## src/rtl/crossing_pkg.sv

```systemverilog
// Shared types and helpers for the level-crossing scheduler: per-crossing state encoding,
// weather codes, the 2-of-3 detection vote and the timer width calculation.
package crossing_pkg;

   typedef enum logic [2:0] {
      ST_IDLE      = 3'd0,
      ST_WARN      = 3'd1,
      ST_LOWER_REQ = 3'd2,
      ST_LOWERING  = 3'd3,
      ST_DOWN      = 3'd4,
      ST_CLEAR     = 3'd5,
      ST_RAISE_REQ = 3'd6,
      ST_RAISING   = 3'd7
   } xing_state_e;

   localparam logic [1:0] WX_CLEAR = 2'b00;
   localparam logic [1:0] WX_FOG   = 2'b01;
   localparam logic [1:0] WX_STORM = 2'b10;

   function automatic logic vote2of3(input logic a, input logic b, input logic c);
      return (a & b) | (a & c) | (b & c);
   endfunction

   // Any non-clear weather (both storm codes included) stretches the warn/clear windows.
   function automatic logic weather_stretch(input logic [1:0] wx);
      logic stretch;
      case (wx)
         WX_CLEAR: stretch = 1'b0;
         WX_FOG:   stretch = 1'b1;
         WX_STORM: stretch = 1'b1;
         default:  stretch = 1'b1;
      endcase
      return stretch;
   endfunction

   function automatic int timer_width(input int warn_c, input int clear_c, input int extra_c);
      int longest;
      longest = ((warn_c > clear_c) ? warn_c : clear_c) + extra_c + 1;
      return $clog2(longest);
   endfunction

endpackage

```

## src/rtl/crossing_fsm.sv

```systemverilog
// One level crossing: train-detect vote, warn/lower/hold/clear/raise sequencing with a
// down-counting timer, motor request towards the shared arbiter, and lamp/barrier decode.
//
// state      | meaning
// -----------+-------------------------------------------------------------
// IDLE       | road open, nothing detected
// WARN       | yellow + bell, counting down before lowering
// LOWER_REQ  | warn done, waiting for the shared motor to lower
// LOWERING   | motor owned, barrier travelling down
// DOWN       | barrier down, train (or emergency) present
// CLEAR      | train gone, hold-off count before raising
// RAISE_REQ  | hold-off done, waiting for the motor to raise
// RAISING    | motor owned, barrier travelling up (reverses on re-detect)
module crossing_fsm
   import crossing_pkg::*;
#(
   parameter int WARN_CYCLES   = 100,
   parameter int CLEAR_CYCLES  = 50,
   parameter int MOTOR_CYCLES  = 20,
   parameter int WEATHER_EXTRA = 50,
   parameter int TW            = 8
) (
   input  logic       clk_50mhz,
   input  logic       rst_n,
   input  logic       ir_i,
   input  logic       vib_i,
   input  logic       rfid_i,
   input  logic       emergency_i,
   input  logic [1:0] weather_i,
   input  logic       grant_i,
   output logic       motor_req_o,
   output logic       is_lower_o,
   output logic       release_o,
   output logic       yellow_o,
   output logic       red_o,
   output logic       alarm_o,
   output logic       barrier_o
);

   localparam logic [TW-1:0] WARN_LD    = TW'(WARN_CYCLES - 1);
   localparam logic [TW-1:0] WARN_LD_WX = TW'(WARN_CYCLES + WEATHER_EXTRA - 1);
   localparam logic [TW-1:0] CLR_LD     = TW'(CLEAR_CYCLES - 1);
   localparam logic [TW-1:0] CLR_LD_WX  = TW'(CLEAR_CYCLES + WEATHER_EXTRA - 1);
   localparam logic [TW-1:0] MOTOR_LD   = TW'(MOTOR_CYCLES - 1);

   xing_state_e   state_q, state_d;
   logic [TW-1:0] timer_q, timer_d;
   logic          detect;
   logic          det_any;
   logic          tmr_zero;
   logic          stretch;

   assign detect   = vote2of3(ir_i, vib_i, rfid_i);
   assign det_any  = detect | emergency_i;
   assign tmr_zero = (timer_q == '0);
   assign stretch  = weather_stretch(weather_i);

   always_ff @(posedge clk_50mhz or negedge rst_n) begin
      if (!rst_n) begin
         state_q <= ST_IDLE;
         timer_q <= '0;
      end else begin
         state_q <= state_d;
         timer_q <= timer_d;
      end
   end

   always_comb begin
      state_d = state_q;
      timer_d = timer_q;
      case (state_q)
         ST_IDLE: begin
            if (emergency_i) begin
               state_d = ST_LOWER_REQ;
            end else if (detect) begin
               state_d = ST_WARN;
               timer_d = stretch ? WARN_LD_WX : WARN_LD;
            end
         end
         ST_WARN: begin
            if (emergency_i || tmr_zero) state_d = ST_LOWER_REQ;
            else                         timer_d = timer_q - TW'(1);
         end
         ST_LOWER_REQ: begin
            if (grant_i) begin
               state_d = ST_LOWERING;
               timer_d = MOTOR_LD;
            end
         end
         ST_LOWERING: begin
            if (tmr_zero) state_d = ST_DOWN;
            else          timer_d = timer_q - TW'(1);
         end
         ST_DOWN: begin
            if (!det_any) begin
               state_d = ST_CLEAR;
               timer_d = stretch ? CLR_LD_WX : CLR_LD;
            end
         end
         ST_CLEAR: begin
            if (det_any)       state_d = ST_DOWN;
            else if (tmr_zero) state_d = ST_RAISE_REQ;
            else               timer_d = timer_q - TW'(1);
         end
         ST_RAISE_REQ: begin
            if (det_any) begin
               state_d = ST_DOWN;
            end else if (grant_i) begin
               state_d = ST_RAISING;
               timer_d = MOTOR_LD;
            end
         end
         ST_RAISING: begin
            // Reversal keeps the motor: no release, straight back to lowering.
            if (det_any) begin
               state_d = ST_LOWERING;
               timer_d = MOTOR_LD;
            end else if (tmr_zero) begin
               state_d = ST_IDLE;
            end else begin
               timer_d = timer_q - TW'(1);
            end
         end
         default: begin
            state_d = ST_IDLE;
            timer_d = '0;
         end
      endcase
   end

   // A raise request is withdrawn while a train is seen so a late grant cannot be stranded.
   assign motor_req_o = (state_q == ST_LOWER_REQ) || ((state_q == ST_RAISE_REQ) && !det_any);
   assign is_lower_o  = (state_q == ST_LOWER_REQ);
   assign release_o   = tmr_zero && ((state_q == ST_LOWERING) ||
                                     ((state_q == ST_RAISING) && !det_any));

   assign yellow_o  = (state_q == ST_WARN) || (state_q == ST_LOWER_REQ) || (state_q == ST_LOWERING) ||
                      (state_q == ST_RAISE_REQ) || (state_q == ST_RAISING);
   assign alarm_o   = (state_q == ST_WARN) || (state_q == ST_LOWER_REQ) || (state_q == ST_LOWERING);
   assign red_o     = (state_q == ST_LOWER_REQ) || (state_q == ST_LOWERING) || (state_q == ST_DOWN) ||
                      (state_q == ST_CLEAR) || (state_q == ST_RAISE_REQ);
   assign barrier_o = (state_q == ST_DOWN) || (state_q == ST_CLEAR) || (state_q == ST_RAISE_REQ);

endmodule

```

## src/rtl/crossing_scheduler.sv

```systemverilog
// Four-crossing scheduler: one sequencing FSM per crossing plus a round-robin arbiter for the
// single shared barrier motor supply (lower requests take priority over raise requests).
module crossing_scheduler
   import crossing_pkg::*;
#(
   parameter int N_CROSS       = 4,
   parameter int WARN_CYCLES   = 100,
   parameter int CLEAR_CYCLES  = 50,
   parameter int MOTOR_CYCLES  = 20,
   parameter int WEATHER_EXTRA = 50
) (
   input  logic               clk_50mhz,
   input  logic               rst_n,
   input  logic [N_CROSS-1:0] ir_sensor,
   input  logic [N_CROSS-1:0] vib_sensor,
   input  logic [N_CROSS-1:0] rfid_valid,
   input  logic               emergency_global,
   input  logic [1:0]         weather_mode,
   output logic [N_CROSS-1:0] barrier_down,
   output logic [N_CROSS-1:0] red_light,
   output logic [N_CROSS-1:0] yellow_light,
   output logic [N_CROSS-1:0] alarm_sound,
   output logic               motor_busy,
   output logic [1:0]         motor_owner
);

   localparam int TW = timer_width(WARN_CYCLES, CLEAR_CYCLES, WEATHER_EXTRA);

   logic [N_CROSS-1:0] req, lower, rel, grant, cand;
   logic [N_CROSS-1:0] red_st;
   logic               busy_q, busy_d;
   logic [1:0]         owner_q, owner_d;
   logic [1:0]         ptr_q, ptr_d;
   logic               emerg_q;
   logic               motor_free;
   logic               grant_vld;
   logic [1:0]         grant_idx;
   int                 idx;

   for (genvar g = 0; g < N_CROSS; g++) begin : g_xing
      crossing_fsm #(
         .WARN_CYCLES   (WARN_CYCLES),
         .CLEAR_CYCLES  (CLEAR_CYCLES),
         .MOTOR_CYCLES  (MOTOR_CYCLES),
         .WEATHER_EXTRA (WEATHER_EXTRA),
         .TW            (TW)
      ) u_fsm (
         .clk_50mhz   (clk_50mhz),
         .rst_n       (rst_n),
         .ir_i        (ir_sensor[g]),
         .vib_i       (vib_sensor[g]),
         .rfid_i      (rfid_valid[g]),
         .emergency_i (emergency_global),
         .weather_i   (weather_mode),
         .grant_i     (grant[g]),
         .motor_req_o (req[g]),
         .is_lower_o  (lower[g]),
         .release_o   (rel[g]),
         .yellow_o    (yellow_light[g]),
         .red_o       (red_st[g]),
         .alarm_o     (alarm_sound[g]),
         .barrier_o   (barrier_down[g])
      );
   end

   // Motor counts as free in the cycle its owner finishes, so hand-over costs no idle cycle.
   always_comb begin
      grant      = '0;
      grant_vld  = 1'b0;
      grant_idx  = '0;
      idx        = 0;
      motor_free = !busy_q || rel[owner_q];
      cand       = (|(req & lower)) ? (req & lower) : req;
      if (motor_free) begin
         for (int k = 0; k < N_CROSS; k++) begin
            idx = int'(ptr_q) + k;
            if (idx >= N_CROSS) idx = idx - N_CROSS;
            if (!grant_vld && cand[idx]) begin
               grant_vld = 1'b1;
               grant_idx = 2'(idx);
            end
         end
      end
      if (grant_vld) grant[grant_idx] = 1'b1;
   end

   always_comb begin
      busy_d  = grant_vld | (busy_q & !rel[owner_q]);
      owner_d = grant_vld ? grant_idx : owner_q;
      ptr_d   = ptr_q;
      if (grant_vld) begin
         if (int'(grant_idx) + 1 >= N_CROSS) ptr_d = '0;
         else                                ptr_d = grant_idx + 2'd1;
      end
   end

   always_ff @(posedge clk_50mhz or negedge rst_n) begin
      if (!rst_n) begin
         busy_q  <= 1'b0;
         owner_q <= '0;
         ptr_q   <= '0;
         emerg_q <= 1'b0;
      end else begin
         busy_q  <= busy_d;
         owner_q <= owner_d;
         ptr_q   <= ptr_d;
         emerg_q <= emergency_global;
      end
   end

   assign red_light   = red_st | {N_CROSS{emerg_q}};
   assign motor_busy  = busy_q;
   assign motor_owner = owner_q;

endmodule

```

## config.mk

```make
export PLATFORM = sky130hd
export DESIGN_NAME = crossing_scheduler
export DESIGN_NICKNAME = d
export VERILOG_FILES = /design/src/rtl/crossing_pkg.sv /design/src/rtl/crossing_fsm.sv /design/src/rtl/crossing_scheduler.sv
export SDC_FILE = /design/constraint.sdc
export NUM_CORES = 1
export LEC_CHECK = 0
export ABC_AREA = 1
export CAP_MARGIN = 10
export CELL_PAD_IN_SITES_DETAIL_PLACEMENT = 0
export CELL_PAD_IN_SITES_GLOBAL_PLACEMENT = 1
export CORE_AREA = 4 4 124 126
export CTS_CLUSTER_SIZE = 20
export DETAILED_ROUTE_END_ITERATION = 7
export DIE_AREA = 0 0 128 130
export PLACE_DENSITY_LB_ADDON = 0.15
export SKIP_CTS_REPAIR_TIMING = 1
export SYNTH_ARGS = -nofsm -noshare
export SYNTH_HDL_FRONTEND = slang
export SYNTH_HIERARCHICAL = 1
export SYNTH_SLANG_ARGS = --single-unit
```

## constraint.sdc

```tcl
create_clock -name clk_50mhz -period 3.15 [get_ports clk_50mhz]
set_input_delay 0.4725 -clock clk_50mhz [delete_from_list [all_inputs] [get_ports clk_50mhz]]
set_output_delay 0.4725 -clock clk_50mhz [all_outputs]
set_load 0.02 [all_outputs]
```

; ---- After elaboration in Yosys (flattened, before gate mapping)
; Index checks and enable logic that the tools add are counted.
[word_totals]
ff_bits = 50
in_bits = 17
wordCells = 375
[op_classes]
add_sub_neg = 13
n_lt_le_gt_ge = 12
eq_ne = 80
n_mux = 134
n_bitwise = 28
reduce_logical = 96
[ops]
columns = cell, n
row1 = $mux 8, 37
row2 = $mux 32, 8
row3 = $pmux 8 s8, 4
row4 = $mux 3, 48
row5 = $lt 32x4->1 const B, 4
row6 = $pmux 3 s8, 4
row7 = $logic_or 1x1->1, 53
row8 = $eq 3x3->1 const B, 16
row9 = $ne 2x2->1 const B, 24
row10 = $logic_not 8->1, 4
row11 = $reduce_and 8->1, 4
row12 = $sub 8x1->8 const B, 4
row13 = $eq 3x2->1 const B, 8
row14 = $ne 2x1->1 const B, 12
row15 = $ne 3x1->1 const B, 8
row16 = $ne 3x2->1 const B, 8
row17 = $reduce_and 6->1, 4
row18 = $mux 1, 18
row19 = $logic_and 1x1->1, 16
row20 = $and 1x1->1, 13
row21 = $or 1x1->1, 13
row22 = $eq 3x1->1 const B, 4
row23 = $ge 3x3->1 const B, 4
row24 = $logic_not 3->1, 4
row25 = other kinds (18), 41

; ---- Depth between registers and ports, before layout
; Gate-level depths: netlist of the first run.
[logic_depth]
depth_word = 37
mapped_depth = 31
mapped_depth_nobuf = 30

; ---- Hierarchy
; The synthesis of the first run kept the hierarchy.
[modules_own_cells]
columns = mod, instances, cells_per_inst, area_per_inst_um2
row1 = crossing_fsm at g_xing[0].u_fsm ..., 3, 196, 1103.6
row2 = crossing_fsm at g_xing[3].u_fsm, 1, 201, 1207.4
row3 = crossing_scheduler, 1, 122, 793.3

; ---- Least setup slack after synthesis of the first run
; OpenSTA, ideal clock, no wires.
[synth_timing]
path_type = flip-flop to flip-flop
startpoint = register g_xing[2].u_fsm.state_q[0]
endpoint = register g_xing[0].u_fsm.timer_q[0]
setup_ps = 123
t_arrival_ps = 2857
t_required_ps = 3027
slack_ps = 169
path_stages_with_launch = 27
cell_sequence = dfrtp_1 > buf_4 > inv_1 > nand2_1 > inv_1 > nand4_1 > nand2_1 > nand2_1 > nand2_2 > nor2_4 > nand2_1 > nand3_2 > nand2_2 > nand2_1 > nand2_4 > nand3_4 > nor2_2 > nor2_4 > nand2_4 > ha_1 > inv_1 > nor2_1 > nor2_1 > a21oi_2 > nand3_2 > o21ai_0 > nand2_1
[synth_between]
elab_chain_cells = 31
word_cells_on_any_way = 55
cone_classes = 2 x order compare / 4 x eq/ne / 34 x mux / 1 x bitwise / 14 x reduce/logical
[synth_rtl]
columns = element, line_no
row1 = from (decl), crossing_fsm.sv:46  ; xing_state_e state_q, state_d;
row2 = from (signal assigned), crossing_fsm.sv:63  ; state_q <= state_d;
row3 = $eq 3x3->1, crossing_fsm.sv:132  ; assign motor_req_o = (state_q == ST_LOWER_REQ) || ((state_q == ST_RAISE_REQ) && !det_any);
row4 = $logic_and 1x1->1, crossing_fsm.sv:132
row5 = $logic_or 1x1->1 *, crossing_fsm.sv:132
row6 = via req[2], crossing_scheduler.sv:29  ; logic [N_CROSS-1:0] req, lower, rel, grant, cand;
row7 = $and 4x4->4, crossing_scheduler.sv:73  ; cand = (|(req & lower)) ? (req & lower) : req;
row8 = $reduce_or 4->1, crossing_scheduler.sv:73
row9 = $mux 4 *, crossing_scheduler.sv:73
row10 = $bmux 1 s2, crossing_scheduler.sv:78  ; if (!grant_vld && cand[idx]) begin
row11 = (+17 left out), n/a
row12 = $logic_and 1x1->1 (implied by the code), crossing_scheduler.sv:84  ; if (grant_vld) grant[grant_idx] = 1'b1;
row13 = $mux 1 (implied by the code), crossing_scheduler.sv:84
row14 = $demux 1 s2, crossing_scheduler.sv:84
row15 = $mux 4 *, crossing_scheduler.sv:84
row16 = via grant[0], crossing_scheduler.sv:29
row17 = $mux 8 *, n/a
row18 = $mux 8, n/a
row19 = $pmux 8 s8 *, n/a
row20 = to (signal assigned), crossing_fsm.sv:64  ; timer_q <= timer_d;
row21 = to (decl), crossing_fsm.sv:47  ; logic [TW-1:0] timer_q, timer_d;
; The timed path passes the listed nets; every way through them passes the cells marked *. The select of a mux whose other input is x is not followed.
; A chain may end at the register's enable or synchronous reset.

; ---- Final worst setup path of the first run
[layout_timing]
startpoint = register g_xing[0].u_fsm.state_q[0]
endpoint = register g_xing[2].u_fsm.state_q[0]
[layout_between]
elab_chain_cells = 30
word_cells_on_any_way = 55
cone_classes = 2 x order compare / 6 x eq/ne / 31 x mux / 1 x bitwise / 15 x reduce/logical
[layout_rtl]
columns = element, line_no
row1 = from (decl), crossing_fsm.sv:46
row2 = from (signal assigned), crossing_fsm.sv:63
row3 = $eq 3x3->1, crossing_fsm.sv:132
row4 = $logic_and 1x1->1, crossing_fsm.sv:132
row5 = $logic_or 1x1->1 *, crossing_fsm.sv:132
row6 = via req[0], crossing_scheduler.sv:29
row7 = $and 4x4->4, crossing_scheduler.sv:73
row8 = $reduce_or 4->1, crossing_scheduler.sv:73
row9 = $mux 4 *, crossing_scheduler.sv:73
row10 = $bmux 1 s2, crossing_scheduler.sv:78
row11 = (+16 left out), n/a
row12 = via grant_idx[1], crossing_scheduler.sv:37  ; logic [1:0] grant_idx;
row13 = $lt 2x3->1 (implied by the code) / $ge 2x1->1 (equally long branches), crossing_scheduler.sv:84
row14 = $logic_and 1x1->1 (implied by the code), crossing_scheduler.sv:84
row15 = $mux 1 (implied by the code), crossing_scheduler.sv:84
row16 = $demux 1 s2 *, crossing_scheduler.sv:84
row17 = $mux 4 *, crossing_scheduler.sv:84
row18 = via grant[2], crossing_scheduler.sv:29
row19 = $ne 3x2->1 (no source line) / $ne 2x2->1 (equally long branches), n/a
row20 = $reduce_and 8->1 (no source line) *, n/a
; Marks and branches as above.

==> results.json, run 1 <==
{
  "status": "completed",
  "route.detailed.drc": 0,
  "end_kind": "register",
  "die_w_um": 128,
  "slew_violations": 0,
  "netlist_area_um2": 5310,
  "final_cells": 1243,
  "slowest_delay_ns": 0.40,
  "r2r_slack_ns": 0.07,
  "setup_viol": 0,
  "fillers": 1502,
  "syn_inst": 911,
  "synth_cell_types": 31,
  "drv_cap": 0,
  "ys_ff_latch": 50,
  "wl_mm": 15.6,
  "hold_path_class": "primary input to asynchronous set/reset pin",
  "seq_area_um2": 1250,
  "synth_area_leaders": "dfrtp_1 (24%), nand2_1 (22%), nor2_1 (8.6%)",
  "place_inst": 1224,
  "antenna_found_initial": 0,
  "synthFlopType": "dfrtp_1",
  "cp-start-kind": "register",
  "synth_edf_count": 0,
  "seq_area_frac_synth_pct": 23.6,
  "grt_pass1_wl_mm": 24.7,
  "grt_pass1_vias": 5233,
  "h-tree-depth": 2,
  "multi_input_area_um2": 3880,
  "synth_area_leader_cell": "dfrtp_1",
  "die_h_um": 130,
  "finClkSkew_ns": 0.0129,
  "power_density_nw_per_um2": 1110,
  "grt_overflow": 0,
  "root_buffer": "clkbuf_16",
  "r2r_end": "g_xing[2].u_fsm/state_q[0]",
  "worst_r2r_path_depth": 31,
  "slowest_stage": "dfrtp_1",
  "fin_tns_setup_ns": 0,
  "routabilityCongestion": 0.851,
  "port_buffers": 35,
  "clk_pin_slew_worst_paths_ns": 0.07,
  "syn_avg_cell_area_um2": 5.83,
  "cts_num_sinks": 50,
  "rows": 44,
  "wl_per_cell_um": 12.6,
  "place_area_um2": 6570,
  "synth.top_cell.area_share_pct": 23.6,
  "power_uw": 8220,
  "yosys_warnings": 6,
  "final_util_pct": 51.5,
  "via_per_inst": 4.63,
  "tightestPinTransition_ns": 0.492,
  "drt_iter0_drc": 274,
  "die_area_um2": 16600,
  "fin_crit_ns": 3.08,
  "rsz0062_at_grt": "yes",
  "postRouteAntennaNets": 0,
  "slew-limit-headroom_pct": 66.8,
  "max_freq_mhz": 324,
  "fin_crit_sh_pct": 97.9,
  "grt_max_degree": 33,
  "cts_made_buffers": 5,
  "final_cell_area_um2": 7370,
  "worstPathRequired_ns": 3.35,
  "core_um2": 14300,
  "critPathArrivalTime_ns": 3.28,
  "finalHoldViolCount": 0,
  "pin_count": 36,
  "r2r_start": "g_xing[0].u_fsm/state_q[0]",
  "diodes": 0,
  "async_flop_share_pct": 100,
  "drt-pass1-iter-count": 4,
  "worstSetupPathType": "register to register",
  "vias": 5757,
  "cpMostUsedCell": "nand2_2",
  "hpwl_mm": 12.0,
  "synth_nets": 940,
  "grt_usage_pct": 18.2,
  "synthToLayoutAreaGrowth_pct": 38.8,
  "ir_drop_mv": 0.527,
  "cp_max_fo": 5,
  "clock_path_buffers": 2,
  "drive_above_1_share_pct": 32.4,
  "finalNetCount": 1087,
  "start_util_pct": 37.1,
  "p_leak_uw": 0.00413,
  "tritoncts": "done",
  "clock_latency_ns": 0.31
}
==> layout by cell type, fill, tap and decap left out, types with 13 or more instances in the layout <==
master / netlist / layout
inv_1: 115 / 104
buf_6: 5 / 13
nand3_2: 9 / 13
nor2_4: 5 / 19
nand2_1: 318 / 265
clkdlybuf4s50_1: 0 / 21
buf_4: 7 / 102
nor2_1: 121 / 102
inv_2: 26 / 33
nor2_2: 24 / 29
xor2_1: 16 / 16
dlymetal6s2s_1: 0 / 13
o21ai_0: 23 / 20
nand2_4: 5 / 13
nand3_1: 76 / 66
dfrtp_1: 50 / 50
a21oi_1: 16 / 15
nand2_2: 25 / 70
o21ai_1: 11 / 13
==> stage by stage <==
stage,worst slack (ns),hold slack [ns]
after global routing,-0.196,0.147
final,0.0654,0.119
after CTS,-0.373,0.130
after global placement,-0.643,0.464
after detailed placement,-0.666,0.470
after floorplan,0.169,0.177
==> kinds of logic after synthesis <==
kind of cell               count (synthesis)  synth area share [%]
adders and majority gates                 12                  2.83
and+or+nand+nor                          614                  51.7
DFF                                       50                  23.6
AOI/OAI and AO/OA                         61                  6.57
xor gates and xnor gates                  17                  2.80
buffers and inverters                    157                  12.6
==> cell usage after synthesis, types with 7 or more instances <==
library cell,count
nand3b_1,8
or2_2,8
nand2_1,318
o21ai_0,23
nand3_1,76
nor3_1,7
nor2_2,24
ha_1,12
o21ai_1,11
inv_2,26
nor2_1,121
nand2_2,25
xor2_1,16
dfrtp_1,50
nand4_1,7
a21oi_2,7
inv_1,115
buf_4,7
nand3_2,9
a21oi_1,16
==> state kept, by name, summed over array words and instances, names as in the netlist <==
| name | cells |
|---|---|
| ptr_q | 2 |
| motor_busy | 1 |
| motor_owner | 2 |
| g_xing.u_fsm/state_q | 12 |
| g_xing.u_fsm/timer_q | 32 |
| emerg_q | 1 |
==> layout make-up <==
cell class | instances | area share, %
multi-input combinational | 706 | 52.6
timing repair buffer | 150 | 17.5
sequential | 50 | 17.0
inverter | 145 | 7.72
tap | 184 | 3.12
clock buffer | 6 | 1.88
clock inverter | 2 | 0.170
==> worst max path at each step <==
| stage | from | endpoint | slack [ns] | cells after the start |
|---|---|---|---|---|
| 2_1_floorplan | g_xing[2].u_fsm/state_q[0] | g_xing[0].u_fsm/timer_q[0] | 0.17 | 26 |
| 3_3_place_gp | emergency_global | g_xing[1].u_fsm/state_q[0] | -0.64 | 28 |
| 3_5_place_dp | emergency_global | g_xing[2].u_fsm/state_q[0] | -0.67 | 30 |
| 6_report | g_xing[0].u_fsm/state_q[0] | g_xing[2].u_fsm/state_q[0] | 0.07 | 31 |
| 5_1_grt | g_xing[2].u_fsm/state_q[0] | g_xing[3].u_fsm/state_q[2] | -0.20 | 28 |
| 4_1_cts | emergency_global | g_xing[2].u_fsm/timer_q[1] | -0.37 | 28 |
==> where the power goes <==
part | switching, uW | total (uW) | internal, uW
registers | 289 | 1240 | 947
clock network | 287 | 604 | 317
logic | 3770 | 6380 | 2610
==> critical path, delay by kind of cell, from the launching register on <==
family | cells | cell delay [ns]
simple gates | 23 | 1.88
fa+ha+maj | 1 | 0.14
buf+inv | 7 | 0.54
flops | 1 | 0.40
==> layer usage <==
metal | track usage (%) | up-vias | wire, um
li1 | - | 3104 | -
met4 | 4.00 | 0 | 182
met5 | 0 | - | 0
met2 | 28.8 | 81 | 7170
met3 | 2.70 | 13 | 474
met1 | 26.5 | 2559 | 7790
Power figures use the tool's default switching activity.
==> run 2, diff against run 1 <==
- CORE_AREA: 4 4 124 126 -> 4 4 114 116
- CTS_CLUSTER_SIZE: 20 -> not set
- DIE_AREA: 0 0 128 130 -> 0 0 118 120
- clock period: 3.15 -> 3.85 ns (I/O delays scaled with it)
==> run 2 against run 1 <==
Sequential cell count unchanged. Count of clock-buffer cells in the layout down 1. Cell area down 14%. Non-clock buffer count down 66. Clock power down 22%. Worst hold slack better by 0.15 ns. Sequential power down 18%. Cell count down 8.4%. Highest routed layer unchanged.
==> results.json, run 2 (same netlist as run 1, synthesis figures left out) <==
{
  "status": "completed",
  "fin_crit_ns": 3.53,
  "root_buffer": "clkbuf_16",
  "r2r_slack_ns": 0.54,
  "setup_viol": 0,
  "pin_count": 36,
  "cts_num_sinks": 50,
  "end_kind": "register",
  "rows": 40,
  "drt-pass1-iter-count": 7,
  "power_density_nw_per_um2": 919,
  "slew_violations": 0,
  "routabilityCongestion": 0.929,
  "tightestPinTransition_ns": 0.576,
  "mostFrequentLayoutCells": "nand2_1 (317), inv_1 (115), nor2_1 (115)",
  "drt_iter0_drc": 293,
  "cpMostUsedCell": "nand2_1",
  "ir_drop_mv": 0.369,
  "r2r_end": "g_xing[0].u_fsm/timer_q[5]",
  "slew-limit-headroom_pct": 61.6,
  "fin_hold_ws_ns": 0.267,
  "power_uw": 5810,
  "finalHoldViolCount": 0,
  "core_um2": 11900,
  "place_area_um2": 6110,
  "grt_max_degree": 30,
  "port_buffers": 35,
  "cp_max_fo": 8,
  "worst_r2r_path_depth": 26,
  "diodes": 0,
  "finClkSkew_ns": 0.00697,
  "grt_overflow": 0,
  "grt_pass1_vias": 5390,
  "synthToLayoutAreaGrowth_pct": 19.1,
  "antenna_found_initial": 0,
  "worstSetupPathType": "primary input to register",
  "hpwl_mm": 11.5,
  "start_util_pct": 44.6,
  "fin_tns_setup_ns": 0,
  "vias": 5584,
  "clk_pin_slew_worst_paths_ns": 0.07,
  "p_leak_uw": 0.00361,
  "via_per_inst": 4.91,
  "die_area_um2": 14200,
  "fin_crit_sh_pct": 91.8,
  "wl_per_cell_um": 12.6,
  "drive_above_1_share_pct": 18.6,
  "fillers": 1256,
  "wl_mm": 14.3,
  "h-tree-depth": 2,
  "grt_usage_pct": 20.6,
  "slowest_delay_ns": 0.47,
  "worstPathRequired_ns": 4.05,
  "cp-start-kind": "primary input",
  "cpLargestDelayFamily": "simple AND/OR/NAND/NOR gates",
  "final_cell_area_um2": 6330,
  "route.detailed.drc": 0,
  "clock_latency_ns": 0.30,
  "tritoncts": "done",
  "finalNetCount": 1019,
  "crit_buf_inv": 6,
  "largest_reg_flops": 32,
  "top_regs": "g_xing.u_fsm/timer_q (32), g_xing.u_fsm/state_q (12)",
  "grt_pass1_wl_mm": 24.5,
  "max_freq_mhz": 283,
  "postRouteAntennaNets": 0,
  "critPathArrivalTime_ns": 3.73,
  "layout_commonest_cell": "nand2_1",
  "rsz0062_at_grt": "yes",
  "hold_path_class": "primary input to asynchronous set/reset pin",
  "top_register": "g_xing.u_fsm/timer_q",
  "slowest_stage": "clkdlybuf4s50_1",
  "drv_cap": 0,
  "final_cells": 1138,
  "die_w_um": 118,
  "cts_made_buffers": 5,
  "r2r_start": "g_xing[1].u_fsm/state_q[0]",
  "place_inst": 1130,
  "die_h_um": 120,
  "clock_path_buffers": 2
}
[run 2: changes by cell type in the layout (fill, tap and decap cells not counted), moves of 12 or more]
cell	change
buf_4	-55
nand2_1	+52
nand2_2	-44
clkdlybuf4s50_1	+13
dlymetal6s2s_1	-13
nor2_1	+13
nor2_4	-13
buf_6	-12
[run 2: worst max path at each step]
| stage | start | end | slack, ns | cells past startpoint |
|---|---|---|---|---|
| global placement | emergency_global | g_xing[0].u_fsm/state_q[0] | -0.03 | 28 |
| finish | emergency_global | g_xing[3].u_fsm/state_q[2] | 0.32 | 29 |
| detailed placement | emergency_global | g_xing[0].u_fsm/timer_q[1] | -0.10 | 27 |
| floorplan | rfid_valid[3] | g_xing[0].u_fsm/timer_q[0] | 0.80 | 25 |
| global route | rfid_valid[1] | g_xing[2].u_fsm/state_q[0] | -0.06 | 30 |
| CTS | emergency_global | g_xing[0].u_fsm/timer_q[3] | 0.22 | 27 |
[run 2: area by class of cell]
class                   instances  area, um2  share of cell area (%)
flip-flops and latches         50       1250                    19.8
clock inverters                 3       25.0                   0.396
inverters                     145        562                    8.88
clock buffers                   5        125                    1.98
well taps                     147        184                    2.91
multi-input cells             704       3450                    54.5
repair buffers                 84        729                    11.5
[run 2: stage by stage]
stage               setup slack [ns]  utilization, %
global route                 -0.0555            53.1
detailed placement            -0.103            51.3
floorplan                      0.801               -
global placement             -0.0291            51.3
CTS                            0.219            52.6
finish                         0.317            53.1
[run 2: metal layers]
layer / track usage, % / up-vias / wire [um]
met1: 27.3 / 2511 / 6890
met4: 5.49 / 0 / 210
met2: 35.1 / 105 / 6750
li1: - / 2956 / -
met3: 2.87 / 12 / 485
met5: 0 / - / 0
[run 2: report_power, final]
group	switching [uW]	leakage, uW	internal (uW)
Sequential	249	0.000618	774
Clock	226	0.0000704	245
Combinational	2680	0.00293	1640
